File: config.mk
export PLATFORM = sky130hd
export DESIGN_NAME = gated_clock
export DESIGN_NICKNAME = d
export VERILOG_FILES = /design/src/rtl/gated_clock.sv
export SDC_FILE = /design/constraint.sdc
export NUM_CORES = 1
export LEC_CHECK = 0
export CAP_MARGIN = 25
export CORE_AREA = 3 3 40 42
export DETAILED_ROUTE_END_ITERATION = 10
export DIE_AREA = 0 0 43 45
export PLACE_DENSITY = 0.64
export SLEW_MARGIN = 15
export SYNTH_ARGS = -nofsm -noshare
export SYNTH_HDL_FRONTEND = slang
export SYNTH_SLANG_ARGS = --single-unit
File: constraint.sdc
create_clock -name clock -period 2.7 [get_ports clock]
set_clock_uncertainty 0.2 [all_clocks]
set_input_delay 0.54 -clock clock [delete_from_list [all_inputs] [get_ports clock]]
set_output_delay 0.54 -clock clock [all_outputs]
set_load 0.01 [all_outputs]
File: src/rtl/gated_clock.sv
// rtl/gated_clock.sv - glitch-free burst clock gate with pulse counter
module gated_clock #(
  parameter int COUNT_WIDTH = 8
) (
  input  logic                   clock,
  input  logic                   reset,
  input  logic                   enable,
  input  logic                   bypass,
  output logic                   clock_output,
  output logic                   gate_open,
  output logic [COUNT_WIDTH-1:0] pulse_count
);

  logic                   en_l;
  logic                   gate_req;
  logic [COUNT_WIDTH-1:0] count_q;
  logic [COUNT_WIDTH-1:0] count_d;

  assign gate_req = enable | bypass;

  // Gate latch: transparent in the low phase, holds through the high phase, reset forces it closed.
  always_latch begin
    if (reset) begin
      en_l <= 1'b0;
    end else if (!clock) begin
      en_l <= gate_req;
    end
  end

  // Clock path is a single AND; the latch guarantees en_l is stable while clock is high.
  assign clock_output = clock & en_l;
  assign gate_open    = en_l;

  // Count next-state: advance while the gate is open, clear once it is closed.
  always_comb begin
    count_d = '0;
    if (en_l) begin
      count_d = count_q + 1'b1;
    end
  end

  // Counter register shares the rising edge with the emitted pulse it counts.
  always_ff @(posedge clock or posedge reset) begin
    if (reset) begin
      count_q <= '0;
    end else begin
      count_q <= count_d;
    end
  end

  assign pulse_count = count_q;

endmodule

# Word-level counts from Yosys, hierarchy flattened
# Index checks and enable logic that the tools add are counted.
# Widths: inputs -> output; s select.
[word_totals] regBits=8 latch_bits=1 in_bits=4 out_inout_bits=10 elab_cells=10
[op_classes] add_sub_neg=1 muxes=5 n_bitwise=2
[op_table] cell="$add 8x1->8 const B" count=1
[op_table] cell="$mux 8" count=1
[op_table] cell="$mux 1" count=4
[op_table] cell="$and 1x1->1" count=1
[op_table] cell="$or 1x1->1" count=1

# Logic depth before layout (Yosys ltp)
# Gate-level depths: netlist of run 1.
[depth] depth_word=3 ltp_mapped=4 mapped_depth_nobuf=4

==> summary.txt, run 1 <==
Flow run
  • Max-cap violations: 0

Cells and area
  • Area grow syn2layout: 63.8%
  • Diodes inserted: 0
  • Multi-input gate area: 188 um2
  • Share of cells above drive strength 1: 22.7%
  • Fin nets: 72
  • Commonest cells after routing, fill and taps aside: clkdlybuf4s50_1 (11), dfrtp_1 (8), clkbuf_4 (7)
  • Final cell count without fillers: 81
  • Sequential cell area: 215 um2
  • Filler cell count: 133
  • Design area: 668 um2
  • Most common cell after layout, fill and taps aside: clkdlybuf4s50_1

Yosys
  • Flops & latches, synth: 9
  • Synthesized cell area: 408 um2
  • Distinct cells, synth: 19
  • Mapped Cells: 40
  • Mean Syn Cell Area: 10.2 um2
  • Ys Warns: 0
  • Syn Nets: 45

Place
  • Placed Area: 563 um2
  • Final HPWL DP: 601 um
  • Placed cell count: 68
  • GP Congestion: 0.674
  • Port bufs: 13

Critical path
  • Worst R2R End: pulse_count[5]$_DFF_PP0_
  • Critical path class: latch2out
  • Worst Setup End Kind: output port
  • Startpoint Class: latch
  • Critical Path Fanout Max: 2
  • Critical Path Most Common Cell: buf_6
  • Reg2reg setup slack: 240 ps
  • WP data required: 1960 ps
  • CP Launch Point: gate_open$_DLATCH_P_
  • CP max stage delay: 360 ps
  • Reg2Reg Launch Point: gate_open$_DLATCH_P_
  • Worst path slowest cell: dlxtp_1
  • Worst path arrival time: 2340 ps
  • Worst R2R Path Depth: 5
  • CP cell instances: buf_6 -> and2_4 -> buf_6

Floorplanning
  • Die area: 1940 um2
  • Die X: 43 um
  • Die H: 45 um
  • FP Rows: 13
  • Core footprint: 1280 um2
  • Starting Density: 31.7%
  • Io pins: 14

Status
  • Failing checks: negative setup slack
  • Status: complete, but fails checks

CTS
  • TritonCTS clock tree: yes
  • CTS clk-pin slew, worst paths: 50 ps
  • Clock latency at the later pin of the worst-skew pair: 370 ps

Route
  • Avg WL per Cell: 12.4 um
  • DRC: 0
  • Via Count: 379
  • Antenna viol nets, final: 0
  • Final WL: 1.00 mm
  • Pre-Repair DR Iteration Count: 4
  • Initial drt markers: 8
  • DR vias/cell: 4.68

Hold path
  • Endpoint, Worst Hold: pulse_count[0]$_DFF_PP0_
  • Hold depth: 1
  • Critical hold path startpoint: pulse_count[0]$_DFF_PP0_
  • Worst Hold Class: reg2reg

Timing
  • Fin. Hold Viols: 0
  • Final WS setup: -376 ps
  • Headroom to the max-slew limit: 77.8%
  • Final setup vio count: 3
  • Pins Over Slew Limit: 0
  • RSZ-0062 raised after global routing: true
  • Slew @ Worst Pin: 332 ps
  • Worst-case hold slack: 347 ps

Power
  • Cell Pwr Density: 590 nW/um2
  • Leakage power: 0.322 nW
  • Maximum vdd drop: 0.347 mV
  • Tot Pwr: 0.394 mW

Global routing
  • First-pass GRT wire length: 1.74 mm
  • Vias in the first global route: 431
  • Pin count of the biggest net entering global routing: 11
  • Grt ovf: 0
  • Initial antenna violation count: 0
  • GR Util All Layers: 14.1%
[cell usage after synthesis (all sizes together)]
master	number	area share [%]
nand2	3	2.8
inv	1	0.92
nand4	1	1.5
nand2b	2	3.1
xor2	1	2.1
or3	1	1.5
a21boi	1	1.8
xnor2	2	4.3
and2	5	7.7
ha	1	3.1
and3	1	1.8
o21ai	1	1.2
mux2i	2	4.9
nor2	2	1.8
dfrtp	8	49
dlxtp	1	3.7
nor2b	1	1.5
clkbuf	1	0.92
nand3	5	6.1
[sequential cells by signal (all words and copies together), names as in the netlist]
name / count
pulse_count: 8
gate_open: 1
[final cells by class]
class	instances	share of cell area (%)
clock buffer	9	10.1
timing repair buffer	18	26.2
multi-input combinational	29	28.1
sequential	9	32.2
inverter	1	0.562
tap	15	2.81
[what timing repair did]
| item | in CTS | in global routing |
|---|---|---|
| setup buffers | 2 | 2 |
| endpoints found under the hold margin | 1 | 0 |
| setup endpoints to repair | 3 | 3 |
| hold buffers | 2 | 0 |
| cloned | 0 | 0 |
| gates resized for setup | 6 | 5 |
[how the worst max path moves through the flow]
| stage | endpoint | slack [ps] |
|---|---|---|
| floorplan | clock_output | -80 |
| global placement | clock_output | -360 |
| detailed placement | clock_output | -380 |
| CTS | clock_output | -370 |
| global route | clock_output | -440 |
| finish | clock_output | -380 |
[where the power goes]
part,internal (mW),switching [mW],total [mW]
clock network,0.143,0.0833,0.227
logic,0.0203,0.0131,0.0335
registers,0.129,0.00513,0.134
[layer usage]
metal / routed length (um) / vias to the layer above / track usage [%]
li1: - / 186 / -
met1: 414 / 168 / 12.1
met2: 454 / 19 / 18.0
met3: 90 / 6 / 9.96
met4: 42 / 0 / 20.5
met5: 0 / - / 0
[cells by family after synthesis]
group                      after synthesis  synth area share [%]
and+or+nand+nor                         21                  27.9
buffers and inverters                    2                  1.84
xor gates and xnor gates                 3                  6.44
DFF                                      8                  49.1
latches                                  1                  3.68
adders and majority gates                1                  3.07
AOI/OAI and AO/OA                        2                  3.07
muxes                                    2                  4.91
[per-stage QoR]
step	TNS [ps]	util, %	worst slack [ps]
after global routing	-775	52.0	-439
after global placement	-613	43.8	-358
after detailed placement	-644	43.8	-376
final	-656	52.0	-376
after CTS	-671	50.3	-371
after floorplan	-84.0	-	-84.0
[critical path: cells and delay by family, from the launching register on]
family | cells | cell delay [ps]
latches | 1 | 360
buffers and inverters | 2 | 200
AND/OR/NAND/NOR | 1 | 130
No activity file was read; power rests on OpenSTA's default activity.
==> inputs of run 2 (changes only) <==
Clock period 2.7 ns to 3.9 ns, I/O delays scaled along.
==> summary.txt, run 2 (synthesis gave the netlist of run 1 again) <==
Status
  • Status: finished, final reports clean (was complete, but fails checks)

CTS
  • TritonCTS clock tree: yes (unchanged)
  • CTS clk-pin slew, worst paths: 40 ps (was 50 ps)
  • Clock latency at the later pin of the worst-skew pair: 350 ps (was 370 ps)

Route
  • Antenna viol nets, final: 0 (unchanged)
  • Pre-Repair DR Iteration Count: 3 (was 4)
  • Final WL: 965 um (was 1.00 mm)
  • Avg WL per Cell: 12.2 um (was 12.4 um)
  • DR vias/cell: 4.81 (was 4.68)
  • DRC: 0 (unchanged)
  • Via Count: 380 (was 379)
  • Initial drt markers: 3 (was 8)

Power
  • Leakage power: 0.306 nW (was 0.322 nW)
  • Cell Pwr Density: 398 nW/um2 (was 590 nW/um2)
  • Logic pwr share: 7.7% (was 8.5%)
  • Clock Power Share: 55.6% (was 57.5%)
  • Switching share of power: 24.3% (was 25.8%)
  • Maximum vdd drop: 0.217 mV (was 0.347 mV)
  • P_int: 0.191 mW (was 0.293 mW)
  • Sequential share of power: 36.6% (was 34.0%)
  • Net Switching: 0.0615 mW (was 0.102 mW)

Place
  • Placed cell count: 68 (unchanged)
  • Final HPWL DP: 650 um (was 601 um)
  • Port bufs: 13 (unchanged)
  • GP Congestion: 0.711 (was 0.674)

Floorplanning
  • FP Rows: 13 (unchanged)
  • Die area: 1940 um2 (unchanged)
  • Starting Density: 31.7% (unchanged)
  • Die X: 43 um (unchanged)
  • Core footprint: 1280 um2 (unchanged)
  • Io pins: 14 (unchanged)
  • Die H: 45 um (unchanged)

Global routing
  • Vias in the first global route: 430 (was 431)
  • First-pass GRT wire length: 1.73 mm (was 1.74 mm)
  • GR Util All Layers: 14.3% (was 14.1%)
  • Grt ovf: 0 (unchanged)
  • Initial antenna violation count: 0 (unchanged)
  • Pin count of the biggest net entering global routing: 11 (unchanged)

Cells and area
  • Final cell count without fillers: 79 (was 81)
  • Diodes inserted: 0 (unchanged)
  • Area grow syn2layout: 55.5% (was 63.8%)
  • Commonest cells after routing, fill and taps aside: clkdlybuf4s50_1 (11), dfrtp_1 (8), clkbuf_4 (7) (unchanged)
  • Most common cell after layout, fill and taps aside: clkdlybuf4s50_1 (unchanged)
  • Largest register FFs: 8 (unchanged)
  • Share of cells above drive strength 1: 18.8% (was 22.7%)
  • Fin nets: 70 (was 72)

Critical path
  • Reg2reg setup slack: 970 ps (was 240 ps)
  • Critical path class: latch2out (unchanged)
  • Worst Setup End Kind: output port (unchanged)
  • Worst R2R Path Depth: 4 (was 5)
  • Reg2Reg Launch Point: gate_open$_DLATCH_P_ (unchanged)
  • WP data required: 2920 ps (was 1960 ps)
  • Critical Path Fanout Max: 2 (unchanged)
  • Worst path arrival time: 2830 ps (was 2340 ps)
  • Startpoint Class: latch (unchanged)
  • Worst R2R End: pulse_count[5]$_DFF_PP0_ (unchanged)

Timing
  • TNS Setup: 0 ps (was -656 ps)
  • Fin. Hold Viols: 0 (unchanged)
  • Headroom to the max-slew limit: 77.4% (was 77.8%)
  • RSZ-0062 raised after global routing: false (was true)
  • Final setup vio count: 0 (was 3)
  • Slew @ Worst Pin: 338 ps (was 332 ps)
  • Pins Over Slew Limit: 0 (unchanged)

Hold path
  • Critical hold path startpoint: reset (was pulse_count[0]$_DFF_PP0_)
  • Worst Hold Class: in2gate (was reg2reg)
  • Hold depth: 4 (was 1)

Flow run
  • Max-cap violations: 0 (unchanged)
[run 2: per-stage QoR]
step / cell area [um2] / hold WS (ps) / util [%] / setup slack (ps) / power [mW]
5_1_grt: 634 / 250 / 49.4 / 42.3 / 0.275
3_5_place_dp: 561 / -713 / 43.6 / 12.3 / 0.127
4_1_cts: 639 / 187 / 49.8 / 27.5 / 0.261
3_3_place_gp: 561 / -721 / 43.6 / 19.7 / 0.127
6_report: 634 / 190 / 49.4 / 92.0 / 0.253
2_1_floorplan: 408 / -1260 / - / 168 / 0.108
[run 2: power by group through the flow]
stage          registers (mW)  clock network (mW)  logic (mW)
5_1_grt                0.0930               0.160      0.0219
3_3_place_gp           0.0939              0.0155      0.0176
4_1_cts                0.0925               0.148      0.0202
6_report               0.0926               0.141      0.0195
3_5_place_dp           0.0941              0.0155      0.0179
2_1_floorplan          0.0947             0.00756     0.00618
[run 2: area by class of cell]
| type | count | area [um2] |
|---|---|---|
| Sequential cell | 9 | 215 |
| Timing Repair Buffer | 16 | 150 |
| Clock buffer | 9 | 61.3 |
| Tap cell | 15 | 18.8 |
| Fill cell | 132 | 651 |
| Inverter | 1 | 3.75 |
| Multi-Input combinational cell | 29 | 185 |
[run 2: worst max path at each step]
stage	startpoint	endpoint	depth (start not counted)
detailed placement	gate_open$_DLATCH_P_	clock_output	2
global route	gate_open$_DLATCH_P_	clock_output	2
floorplan	gate_open$_DLATCH_P_	clock_output	2
global placement	gate_open$_DLATCH_P_	clock_output	2
CTS	gate_open$_DLATCH_P_	gate_open	2
finish	gate_open$_DLATCH_P_	clock_output	2
[run 2: repair_timing]
action | in CTS | in global routing
buffers inserted | 1 | 0
endpoints found under the setup margin | 3 | 1
cloned | 0 | 0
gates resized for setup | 6 | 1
hold buffers | 2 | 0
hold endpoints to repair | 1 | 0
[run 2: layer usage]
layer / track usage, % / up-vias / routed length, um
met5: 0 / - / 0
li1: - / 181 / -
met4: 15.7 / 0 / 34
met3: 10.8 / 4 / 78
met1: 11.7 / 178 / 378
met2: 21.0 / 17 / 475
[run 2: worst max-delay path, cell delays in order (launching register included)]
cell and delay [ps]:
dlxtp_1 320, and2_1 140, buf_2 130
